--- src/rtl/vigilancia_scheduler.sv ---
// Camera-bank sequencer: rotates groups on a dwell timer and holds motion-alarmed groups on screen.
// Optional build macro VIGILANCIA_OPERATOR_ACK_EN adds an 'ack' input that gates leaving an alarm.
module vigilancia_scheduler #(
    parameter int NGROUPS        = 3,
    parameter int CAMS_PER_GROUP = 3,
    parameter int DWELL_CYCLES   = 4,
    parameter int ALARM_HOLD     = 8,
    parameter int GW             = (NGROUPS > 1) ? $clog2(NGROUPS) : 1
) (
    input  logic                              clk,
    input  logic                              reset,
    input  logic                              enable,
`ifdef VIGILANCIA_OPERATOR_ACK_EN
    input  logic                              ack,
`endif
    input  logic [NGROUPS*CAMS_PER_GROUP-1:0] motion,
    output logic [NGROUPS*CAMS_PER_GROUP-1:0] S,
    output logic [GW-1:0]                     group,
    output logic                              alarm,
    output logic [NGROUPS-1:0]                pending
);
    localparam int NCAMS = NGROUPS * CAMS_PER_GROUP;
    localparam int DW    = $clog2(DWELL_CYCLES) + 1;
    localparam int HW    = $clog2(ALARM_HOLD) + 1;
    localparam logic [GW-1:0] LAST_G     = GW'(NGROUPS - 1);
    localparam logic [DW-1:0] DWELL_LAST = DW'(DWELL_CYCLES - 1);
    localparam logic [HW-1:0] HOLD_LAST  = HW'(ALARM_HOLD - 1);

    typedef enum logic [1:0] {ST_IDLE = 2'd0, ST_SCAN = 2'd1, ST_ALARM = 2'd2} state_t;

    state_t             r_state, w_state_next;
    logic [NCAMS-1:0]   r_s, w_s_next;
    logic [GW-1:0]      r_group, w_group_next;
    logic               r_alarm, w_alarm_next;
    logic [NGROUPS-1:0] r_pending, w_pending_next;
    logic [DW-1:0]      r_dwell, w_dwell_next;
    logic [HW-1:0]      r_hold, w_hold_next;
    logic [GW-1:0]      r_last, w_last_next;
    logic [NGROUPS-1:0] w_req, w_own, w_cand, w_grant_oh;
    logic               w_found, w_release;
    logic [GW-1:0]      w_grant;

    function automatic logic [GW-1:0] next_group(input logic [GW-1:0] g);
        return (g == LAST_G) ? GW'(0) : g + GW'(1);
    endfunction

    function automatic logic [NGROUPS-1:0] group_onehot(input logic [GW-1:0] g);
        logic [NGROUPS-1:0] v;
        for (int i = 0; i < NGROUPS; i++) v[i] = (GW'(i) == g);
        return v;
    endfunction

    function automatic logic [NCAMS-1:0] group_mask(input logic [GW-1:0] g);
        logic [NCAMS-1:0] m;
        for (int c = 0; c < NCAMS; c++) m[c] = (GW'(c / CAMS_PER_GROUP) == g);
        return m;
    endfunction

    function automatic logic [NGROUPS-1:0] group_req(input logic [NCAMS-1:0] mot);
        logic [NGROUPS-1:0] r;
        for (int g = 0; g < NGROUPS; g++) r[g] = |mot[g*CAMS_PER_GROUP +: CAMS_PER_GROUP];
        return r;
    endfunction

    // Round-robin pick starting after 'last'; result is {found, index}.
    function automatic logic [GW:0] rr_pick(input logic [NGROUPS-1:0] reqv, input logic [GW-1:0] last);
        logic          found;
        logic [GW-1:0] idx, cand;
        found = 1'b0;
        idx   = GW'(0);
        cand  = last;
        for (int i = 0; i < NGROUPS; i++) begin
            cand  = next_group(cand);
            idx   = (!found && reqv[cand]) ? cand : idx;
            found = found | reqv[cand];
        end
        return {found, idx};
    endfunction

`ifdef VIGILANCIA_OPERATOR_ACK_EN
    assign w_release = ack;
`else
    assign w_release = 1'b1;
`endif

    // Next-state, counter, pending and arbitration logic.
    always_comb begin
        w_state_next   = r_state;
        w_group_next   = r_group;
        w_alarm_next   = r_alarm;
        w_pending_next = r_pending;
        w_dwell_next   = r_dwell;
        w_hold_next    = r_hold;
        w_last_next    = r_last;
        w_req          = group_req(motion);
        // The held group's own motion restarts the hold instead of queuing a request.
        w_own          = (r_state == ST_ALARM) ? group_onehot(r_group) : {NGROUPS{1'b0}};
        w_cand         = (r_pending | w_req) & ~w_own;
        {w_found, w_grant} = rr_pick(w_cand, r_last);
        w_grant_oh     = group_onehot(w_grant);
        if (!enable) begin
            w_state_next   = ST_IDLE;
            w_group_next   = GW'(0);
            w_alarm_next   = 1'b0;
            w_pending_next = {NGROUPS{1'b0}};
            w_dwell_next   = DW'(0);
            w_hold_next    = HW'(0);
        end else begin
            case (r_state)
                ST_IDLE: begin
                    w_state_next = ST_SCAN;
                    w_group_next = GW'(0);
                    w_dwell_next = DW'(0);
                end
                ST_SCAN: begin
                    if (w_found) begin
                        w_state_next   = ST_ALARM;
                        w_group_next   = w_grant;
                        w_last_next    = w_grant;
                        w_alarm_next   = 1'b1;
                        w_hold_next    = HW'(0);
                        w_dwell_next   = DW'(0);
                        w_pending_next = w_cand & ~w_grant_oh;
                    end else if (r_dwell == DWELL_LAST) begin
                        w_group_next = next_group(r_group);
                        w_dwell_next = DW'(0);
                    end else begin
                        w_dwell_next = r_dwell + DW'(1);
                    end
                end
                ST_ALARM: begin
                    w_pending_next = w_cand;
                    if (w_req[r_group]) begin
                        w_hold_next = HW'(0);
                    end else if (r_hold != HOLD_LAST) begin
                        w_hold_next = r_hold + HW'(1);
                    end else if (!w_release) begin
                        w_hold_next = HOLD_LAST;
                    end else if (w_found) begin
                        w_group_next   = w_grant;
                        w_last_next    = w_grant;
                        w_hold_next    = HW'(0);
                        w_pending_next = w_cand & ~w_grant_oh;
                    end else begin
                        w_state_next = ST_SCAN;
                        w_group_next = next_group(r_group);
                        w_dwell_next = DW'(0);
                        w_hold_next  = HW'(0);
                        w_alarm_next = 1'b0;
                    end
                end
                default: begin
                    w_state_next   = ST_IDLE;
                    w_group_next   = GW'(0);
                    w_alarm_next   = 1'b0;
                    w_pending_next = {NGROUPS{1'b0}};
                    w_dwell_next   = DW'(0);
                    w_hold_next    = HW'(0);
                end
            endcase
        end
        w_s_next = (w_state_next == ST_IDLE) ? {NCAMS{1'b0}} : group_mask(w_group_next);
    end

    // State and output registers.
    always_ff @(posedge clk or negedge reset) begin
        if (!reset) begin
            r_state   <= ST_IDLE;
            r_s       <= {NCAMS{1'b0}};
            r_group   <= GW'(0);
            r_alarm   <= 1'b0;
            r_pending <= {NGROUPS{1'b0}};
            r_dwell   <= DW'(0);
            r_hold    <= HW'(0);
            r_last    <= LAST_G;
        end else begin
            r_state   <= w_state_next;
            r_s       <= w_s_next;
            r_group   <= w_group_next;
            r_alarm   <= w_alarm_next;
            r_pending <= w_pending_next;
            r_dwell   <= w_dwell_next;
            r_hold    <= w_hold_next;
            r_last    <= w_last_next;
        end
    end

    assign S       = r_s;
    assign group   = r_group;
    assign alarm   = r_alarm;
    assign pending = r_pending;
endmodule
--- config.mk ---
export PLATFORM = sky130hd
export DESIGN_NAME = vigilancia_scheduler
export DESIGN_NICKNAME = d
export VERILOG_FILES = /design/src/rtl/vigilancia_scheduler.sv
export SDC_FILE = /design/constraint.sdc
export NUM_CORES = 1
export LEC_CHECK = 0
export ABC_AREA = 1
export CAP_MARGIN = 30
export CORE_MARGIN = 4
export CORE_UTILIZATION = 55
export DETAILED_ROUTE_END_ITERATION = 10
export PLACE_DENSITY_LB_ADDON = 0.1
export SLEW_MARGIN = 25
export SYNTH_ARGS = -nofsm -noshare
export SYNTH_HDL_FRONTEND = slang
export SYNTH_SLANG_ARGS = --single-unit
--- constraint.sdc ---
create_clock -name clk -period 3.4 [get_ports clk]
set_clock_uncertainty 0.15 [all_clocks]
set_input_delay 0.51 -clock clk [delete_from_list [all_inputs] [get_ports clk]]
set_output_delay 0.51 -clock clk [all_outputs]
set_load 0.01 [all_outputs]
# Word-level counts from Yosys, hierarchy flattened
# Cells that the tools add are included.
# W data, S select, Z words.
[totals]
reg_bits = 26
in_bits = 12
out_inout_bits = 15
word_cells = 121
[classes]
addsub = 6
n_lt_le_gt_ge = 4
eq_ne = 21
n_mux = 58
bitwise_logic = 7
n_reduce_logical = 17
[op_table]
columns = ["cell", "n"]
rows = [
  ["$mux W2", 21],
  ["$mux W3", 12],
  ["$mux W4", 4],
  ["$lt A2 B3 Y1 const B", 4],
  ["$ne A3 B3 Y1 const B", 4],
  ["$pmux W4 S3", 1],
  ["$eq A2 B2 Y1 const B", 5],
  ["$logic_not A2 Y1", 5],
  ["$mux W1", 9],
  ["$mux W9", 1],
  ["$pmux W3 S3", 1],
  ["$reduce_or A3 Y1", 3],
  ["$add A2 B1 Y2 const B", 4],
  ["$bmux W1 S2", 4],
  ["$pmux W2 S2", 2],
  ["$and A3 B3 Y3", 2],
  ["$eq A1 B2 Y1 const A", 3],
  ["$eq A2 B2 Y1 const A", 3],
  ["$ne A2 B2 Y1 const B", 3],
  ["$not A3 Y3", 2],
  ["$pmux W2 S3", 1],
  ["$pmux W3 S2", 1],
  ["$reduce_and A5 Y1", 1],
  ["$add A4 B1 Y4 const B", 1],
  ["other kinds (13)", 16],
]

# Logic depth before layout (Yosys ltp)
# Gate-level depths: netlist (run 1).
[depth]
word_depth = 18
depth_mapped = 16
depth_no_buf = 15

# Least setup slack after synthesis (run 1)
# Ideal clock, no wire load.
[synth_timing]
kind = "flip-flop to flip-flop"
startpoint = "reg r_state[0]"
endpoint = "reg r_alarm (netlist: alarm)"
setup_time_ps = 131
arrival_time_ps = 1893
t_required_ps = 3119
path_slack_ps = 1227
path_stages_with_launch = 14
n_path_buf = 2
period_less_slack_ps = 2173
path_cell_list = "dfrtp_1 > inv_1 > ha_1 > clkbuf_1 > nand2_2 > nand3_2 > nand2_2 > nor2_4 > nand3_4 > nor2_4 > nor2_2 > buf_6 > a21oi_1 > a31oi_1"
[synth_via]
elab_chain_len = 10
elab_cells_between_ends = 22
classes_between = "eq/ne: 7; mux: 9; bitwise: 4; reduce/logical: 2"
[synth_lines]
columns = ["item", "line_no", "rtl"]
rows = [
  ["start, declared", "31", "state_t r_state, w_state_next;"],
  ["start signal, assigned", "177", "r_state <= w_state_next;"],
  ["$eq A2 B2 Y1", "97, 109", ""],
  ["$mux W3", "97", "w_own = (r_state == ST_ALARM) ? group_onehot(r_group) : {NGROUPS{1'b0}};"],
  ["$not A3 Y3", "98", "w_cand = (r_pending | w_req) & ~w_own;"],
  ["$and A3 B3 Y3", "98", ""],
  ["$bmux W1 S2", "75", "found = found | reqv[cand];"],
  ["$mux W1 (implied by the code)", "75", ""],
  ["$or A1 B1 Y1 (2 in series)", "75", ""],
  ["$ne A3 B3 Y1 (no line)", "n/a", ""],
  ["$reduce_and A5 Y1 (no line)", "n/a", ""],
  ["end signal, assigned", "180", "r_alarm <= w_alarm_next;"],
  ["end, declared", "34", "logic r_alarm, w_alarm_next;"],
]
# Parallel ways exist; a longest one is shown, timed or not. The select of a mux whose other input is x is not followed.
# A chain may end at the register's enable or synchronous reset.

# Worst setup path after layout (run 1)
[layout_timing]
startpoint = "reg r_state[0]"
endpoint = "reg r_hold[2]"
[layout_via]
elab_chain_len = 10
elab_cells_between_ends = 19
classes_between = "eq/ne: 4; mux: 9; bitwise: 4; reduce/logical: 2"
[layout_lines]
columns = ["item", "line_no", "rtl"]
rows = [
  ["$eq A2 B2 Y1", "97, 109", ""],
  ["$mux W3", "97", ""],
  ["$not A3 Y3", "98", ""],
  ["$and A3 B3 Y3", "98", ""],
  ["$bmux W1 S2", "75", ""],
  ["$mux W1 (implied by the code)", "75", ""],
  ["$or A1 B1 Y1 (2 in series)", "75", ""],
  ["$ne A3 B3 Y1 (no line)", "n/a", ""],
  ["$reduce_and A2 Y1 (no line)", "n/a", ""],
  ["end signal, assigned", "183", "r_hold <= w_hold_next;"],
  ["end, declared", "37", "logic [HW-1:0] r_hold, w_hold_next;"],
]
# Parallel ways exist; a longest one is shown, timed or not. The select of a mux whose other input is x is not followed.

==> results of run 1 <==
==> sequential cells by signal (all words and copies together), names as in the netlist <==
name / flops
S: 3
alarm: 1
group: 2
pending: 3
r_dwell: 3
r_hold: 4
r_last: 2
r_state: 2
==> per-layer routing <==
layer | wire length [µm] | GRT usage [%] | vias to the layer above
li1 | - | - | 729
met1 | 1510 | 27.0 | 678
met2 | 1800 | 38.3 | 53
met3 | 193 | 3.19 | 8
met4 | 59 | 11.1 | 0
met5 | 0 | 0 | -
==> worst paths after layout <==
kind / cells after the start / end / from / slack, ns
worst max-delay path: 11 / r_hold[2]$_DFFE_PN0P_ / r_state[0]$_DFF_PN0_ / 0.79
worst max register to register: 11 / r_hold[2]$_DFFE_PN0P_ / r_state[0]$_DFF_PN0_ / 0.79
min in group clk: 1 / r_dwell[0]$_DFFE_PN0P_ / r_dwell[0]$_DFFE_PN0P_ / 0.34
worst min register to register: 1 / r_dwell[0]$_DFFE_PN0P_ / r_dwell[0]$_DFFE_PN0P_ / 0.34
max in group asynchronous: 2 / r_hold[0]$_DFFE_PN0P_ / reset / 2.37
worst min-delay path: 1 / pending[1]$_DFFE_PN0P_ / reset / 0.32
==> placed cells by master, fill, tap and decap left out <==
| cell | count |
|---|---|
| o21ai_0 | 9 |
| nor2_1 | 32 |
| buf_8 | 1 |
| ha_1 | 7 |
| nand3_2 | 2 |
| clkbuf_1 | 1 |
| inv_2 | 4 |
| and2_1 | 1 |
| clkbuf_4 | 3 |
| dfstp_2 | 1 |
| dfrtp_1 | 19 |
| a31oi_1 | 2 |
| nor2_2 | 3 |
| o31ai_1 | 1 |
| o211ai_1 | 1 |
| nand4_1 | 3 |
| inv_1 | 28 |
| nand2_2 | 4 |
| clkdlybuf4s50_1 | 26 |
| a21boi_0 | 1 |
| nand4_4 | 1 |
| xnor2_1 | 1 |
| a22oi_1 | 1 |
| nand2_1 | 51 |
| nand3_4 | 2 |
| o21ai_1 | 3 |
| o21a_1 | 2 |
| a21oi_1 | 4 |
| nor2_4 | 3 |
| nand3_1 | 22 |
==> area by class of cell <==
cell class,instances,area [µm²]
Clock buffer,4,26.3
Fill cell,227,772
Inverter,32,120
Multi-Input combinational cell,156,835
Sequential cell,20,502
Tap cell,30,37.5
Timing Repair Buffer,27,275
==> per-stage QoR <==
stage	worst slack (ns)	hold WS [ns]	std cells
2_1_floorplan	1.23	0.0644	217
3_3_place_gp	0.791	0.311	264
3_5_place_dp	0.624	0.323	264
4_1_cts	0.810	0.341	268
5_1_grt	0.560	0.316	269
6_report	0.791	0.319	269
==> cell usage after synthesis, drive strengths merged <==
library cell,instances
inv,32
o31ai,1
nand2,55
xnor2,1
a22oi,1
o21a,2
a21oi,4
clkbuf,1
ha,7
nand3,26
nor2,38
o211ai,1
dfstp,1
dfrtp,19
and2,1
nand4,4
o21ai,12
a31oi,2
a21boi,1
buf,8
==> where the power goes <==
group	switching, mW	internal (mW)	total (mW)
logic	0.256	0.151	0.407
registers	0.0387	0.273	0.312
clock network	0.0717	0.0458	0.117
==> cell families after synthesis <==
family                     after synthesis  synth area share (%)
AOI/OAI and AO/OA                       24                  9.05
xor gates and xnor gates                 1                 0.576
adders and majority gates                7                  5.76
buffers and inverters                   41                  12.2
DFF                                     20                  33.0
and+or+nand+nor                        124                  39.5
==> results.toml, run 1 <==
[cells_and_area]
area_growth_pct = 18.0
drive_gt1_share_pct = 10.0
antenna_cells = 0
nNetsFinal = 259
final_core_util_pct = 69.9
finalInstanceArea_um2 = 1800

[logic_synthesis]
syn_area_um2 = 1520
syn_avg_cell_area_um2 = 7.01
yosys.area.top_type = "dfrtp_1"
synth_top_area_share_pct = 31.3
yosys_warnings = 0
ys_seq_elements = 20
ys_seq_area_share_pct = 33.0
syn-instance-count = 217
ys_types = 30
syn-num-nets = 236
yosys-top-cells-area = "dfrtp_1, nand2_1, nor2_1"

[detailed_routing]
drtAntennaViolNets = 0
vias = 1468
dr.pass1.iters = 6
first_iter_violations = 95
totalWireLength_um = 3560
wire_per_inst_um = 13.2
via_per_inst = 5.46
drcViolationCount = 0

[setup_path]
path_cells = "inv_1 -> ha_1 -> nand2_2 -> nand2_1 -> nand2_2 -> nand3_4 -> nand3_4 -> nor2_4 -> nor2_2 -> inv_1 -> o31ai_1"
crit_path_end_kind = "flip-flop"
critPathSlowestCell = "dfrtp_1"
cp.arrival_ns = 2.66
cp.required_ns = 3.45
cp_max_fo = 12
critPathMaxStageDelay_ns = 0.43
crit_type = "reg -> reg"
crit_family = "simple AND/OR/NAND/NOR gates"
critical_path_buf_inv_count = 2
start_kind = "flip-flop"

[clock_tree]
clk_pin_slew_ns = 0.11
cts.sinks = 20
cts_made_buffers = 3
ctsResizeCount = 0
cts_root_buf = "clkbuf_4"
post-cts-setup-buffers = 0
cts_hold_buffers = 0
h-tree-depth = 1
clockBufferDepth = 2
tritoncts = "done"
clock_latency_ns = 0.30

[sta]
min_period_over_period_pct = 76.7
slew_viol_final = 0
tns_ns = 0
fmax_ghz = 0.383
min_period_ns = 2.61
worst_slew_pin_slew_ns = 0.405
hold_viol = 0
rsz0062_at_grt = "false"
max-slew-margin-rel_pct = 73.0
setup-violations-final = 0

[global_routing]
grt_max_degree = 21
grt_pass1_vias = 1463
grt_first_pass_wirelength_um = 6130
grt_antenna_before_repair = 0
overflow = 0
track_usage_pct = 22.3

[floorplan]
die_area_um2 = 3670
die_h_um = 60.6
io_pins = 27
start_util_pct = 59.3
core_area_um2 = 2570
die_x_um = 60.6
rows = 18

[run]
cap_violations = 0

[power_and_ir_drop]
power.density_nw_per_um2 = 466
p_leak_nw = 0.891
ir_drop_v = 0.000431
totalPowerFinal_uw = 837

[placement]
gp_congestion = 0.867
port_buffers = 26
place_area_um2 = 1750
dp_hpwl_um = 2890

[hold_path]
hold_class = "in -> async"

[status]
status = "completed"
No activity file was read; power rests on OpenSTA's default activity.
==> run 2, diff against run 1 <==
--- a/config.mk
+++ b/config.mk
@@ -8,7 +8,7 @@
 export ABC_AREA = 1
 export CAP_MARGIN = 30
 export CORE_MARGIN = 4
-export CORE_UTILIZATION = 55
+export CORE_UTILIZATION = 47
 export DETAILED_ROUTE_END_ITERATION = 10
 export PLACE_DENSITY_LB_ADDON = 0.1
 export SLEW_MARGIN = 25
==> constraint.sdc (replaced) <==
create_clock -name clk -period 2.2 [get_ports clk]
set_clock_uncertainty 0.15 [all_clocks]
set_input_delay 0.33 -clock clk [delete_from_list [all_inputs] [get_ports clk]]
set_output_delay 0.33 -clock clk [all_outputs]
set_load 0.01 [all_outputs]
==> results.toml, run 2 (same netlist as run 1, synthesis figures left out) <==
[detailed_routing]
vias = 1424
dr.pass1.iters = 4
drcViolationCount = 0
totalWireLength_um = 3380
via_per_inst = 4.72
first_iter_violations = 58
drtAntennaViolNets = 0
wire_per_inst_um = 11.2

[cells_and_area]
n_fill_cell = 278
layout_commonest_cell = "nand2_1"
finalInstanceArea_um2 = 2030
largest_reg_flops = 4
final_cell_mix = "nand2_1, nor2_1, inv_1"
drive_gt1_share_pct = 24.0
area_growth_pct = 33.5
largest-register = "r_hold"
fin_cells = 302
nNetsFinal = 278
antenna_cells = 0

[setup_path]
crit_path_end_kind = "flip-flop"
cp.arrival_ns = 2.14
start_kind = "flip-flop"
crit_type = "reg -> reg"
cp_max_fo = 5
cp.required_ns = 2.29

[clock_tree]
h-tree-depth = 1
cts.sinks = 20
cts_hold_buffers = 0
clockBufferDepth = 2
cts_root_buf = "clkbuf_4"
clk_pin_slew_ns = 0.11
cts_made_buffers = 3
clock_latency_ns = 0.30
tritoncts = "done"

[floorplan]
die_h_um = 64.9
rows = 20
start_util_pct = 49.4
die_area_um2 = 4210
io_pins = 27
die_x_um = 64.9
core_area_um2 = 3080

[global_routing]
grt_antenna_before_repair = 0
grt_first_pass_wirelength_um = 5800
track_usage_pct = 17.3
grt_max_degree = 21
grt_pass1_vias = 1358
overflow = 0

[sta]
slew_viol_final = 0
worst_slew_pin_slew_ns = 0.379
min_period_ns = 2.05
tns_ns = 0
max-slew-margin-rel_pct = 74.7
rsz0062_at_grt = "true"
holdWs_ns = 0.198
min_period_over_period_pct = 93.1
hold_viol = 0
fmax_ghz = 0.488
setup-violations-final = 0

[placement]
placed_cells = 296
place_area_um2 = 1910
dp_hpwl_um = 2700
port_buffers = 26
gp_congestion = 0.859

[run]
cap_violations = 0

[power_and_ir_drop]
ir_drop_v = 0.000375
power.density_nw_per_um2 = 711
p_leak_nw = 0.988

[status]
status = "completed"

[hold_path]
hold_class = "in -> async"
==> run 2: cell count changes in the layout (fill, tap and decap cells not counted), moves of 3 or more <==
cell	change
nor2_1	-4
buf_4	+19
nand2_2	+6
nor2_2	+3
dfrtp_1	-3
nand2_1	-6
dfrtp_2	+3
==> run 2: worst paths after layout <==
kind                                   startpoint                     end  slack [ns]  cells past startpoint
max                          r_state[0]$_DFF_PN0_          S[2]$_DFF_PN0_        0.15                     15
min in group clk           r_dwell[0]$_DFFE_PN0P_  r_dwell[0]$_DFFE_PN0P_        0.34                      1
min reg2reg                r_dwell[0]$_DFFE_PN0P_  r_dwell[0]$_DFFE_PN0P_        0.34                      1
max reg2reg                  r_state[0]$_DFF_PN0_          S[2]$_DFF_PN0_        0.15                     15
max in group asynchronous                   reset   r_last[1]$_DFFE_PN1P_        1.44                      2
min                                         reset   r_hold[3]$_DFFE_PN0P_        0.20                      2
==> run 2: layer usage <==
| layer | global-route usage [%] | vias to the layer above | share of wire (%) |
|---|---|---|---|
| met5 | 0 | - | 0 |
| met3 | 2.43 | 3 | 4.0 |
| li1 | - | 765 | - |
| met4 | 5.54 | 0 | 0.62 |
| met1 | 23.8 | 636 | 50 |
| met2 | 28.1 | 20 | 46 |
==> run 2: what timing repair did <==
item                                    in CTS  in global routing
pin swaps                                    0                  2
resized for setup                            2                 21
setup buffers                                0                  2
endpoints found under the setup margin       5                 17
endpoints found under the hold margin        0                  0
==> run 2: area by class of cell <==
type | instances | area (µm²) | area share (%)
tap | 44 | 55.1 | 2.71
multi-input combinational | 156 | 900 | 44.3
timing repair buffer | 46 | 414 | 20.4
sequential | 20 | 505 | 24.9
inverter | 32 | 120 | 5.91
clock buffer | 4 | 36.3 | 1.79
==> run 2: through the flow <==
| stage | power [mW] | setup slack, ns | util, % |
|---|---|---|---|
| 2_1_floorplan | 0.937 | 0.0268 | - |
| 3_3_place_gp | 1.19 | -0.149 | 62.0 |
| 3_5_place_dp | 1.19 | -0.148 | 62.0 |
| 4_1_cts | 1.41 | 0.0445 | 63.2 |
| 5_1_grt | 1.58 | -0.0268 | 66.0 |
| 6_report | 1.44 | 0.153 | 66.0 |
==> run 2: worst max-delay path: stages (launching register included) <==
cell	delay, ns
dfrtp_1	0.41
inv_2	0.12
ha_4	0.17
nand2_2	0.08
nand3_2	0.10
nand2_2	0.06
nor2_4	0.13
buf_6	0.12
nand4_4	0.13
nand2_1	0.10
nand2_1	0.05
nand2_1	0.08
nand2_2	0.06
nand2_2	0.08
nand2_1	0.07
nor2_1	0.09
==> run 2: power breakdown <==
| group | switching [mW] | internal [mW] |
|---|---|---|
| combinational | 0.412 | 0.341 |
| sequential | 0.0555 | 0.423 |
| clock | 0.111 | 0.101 |
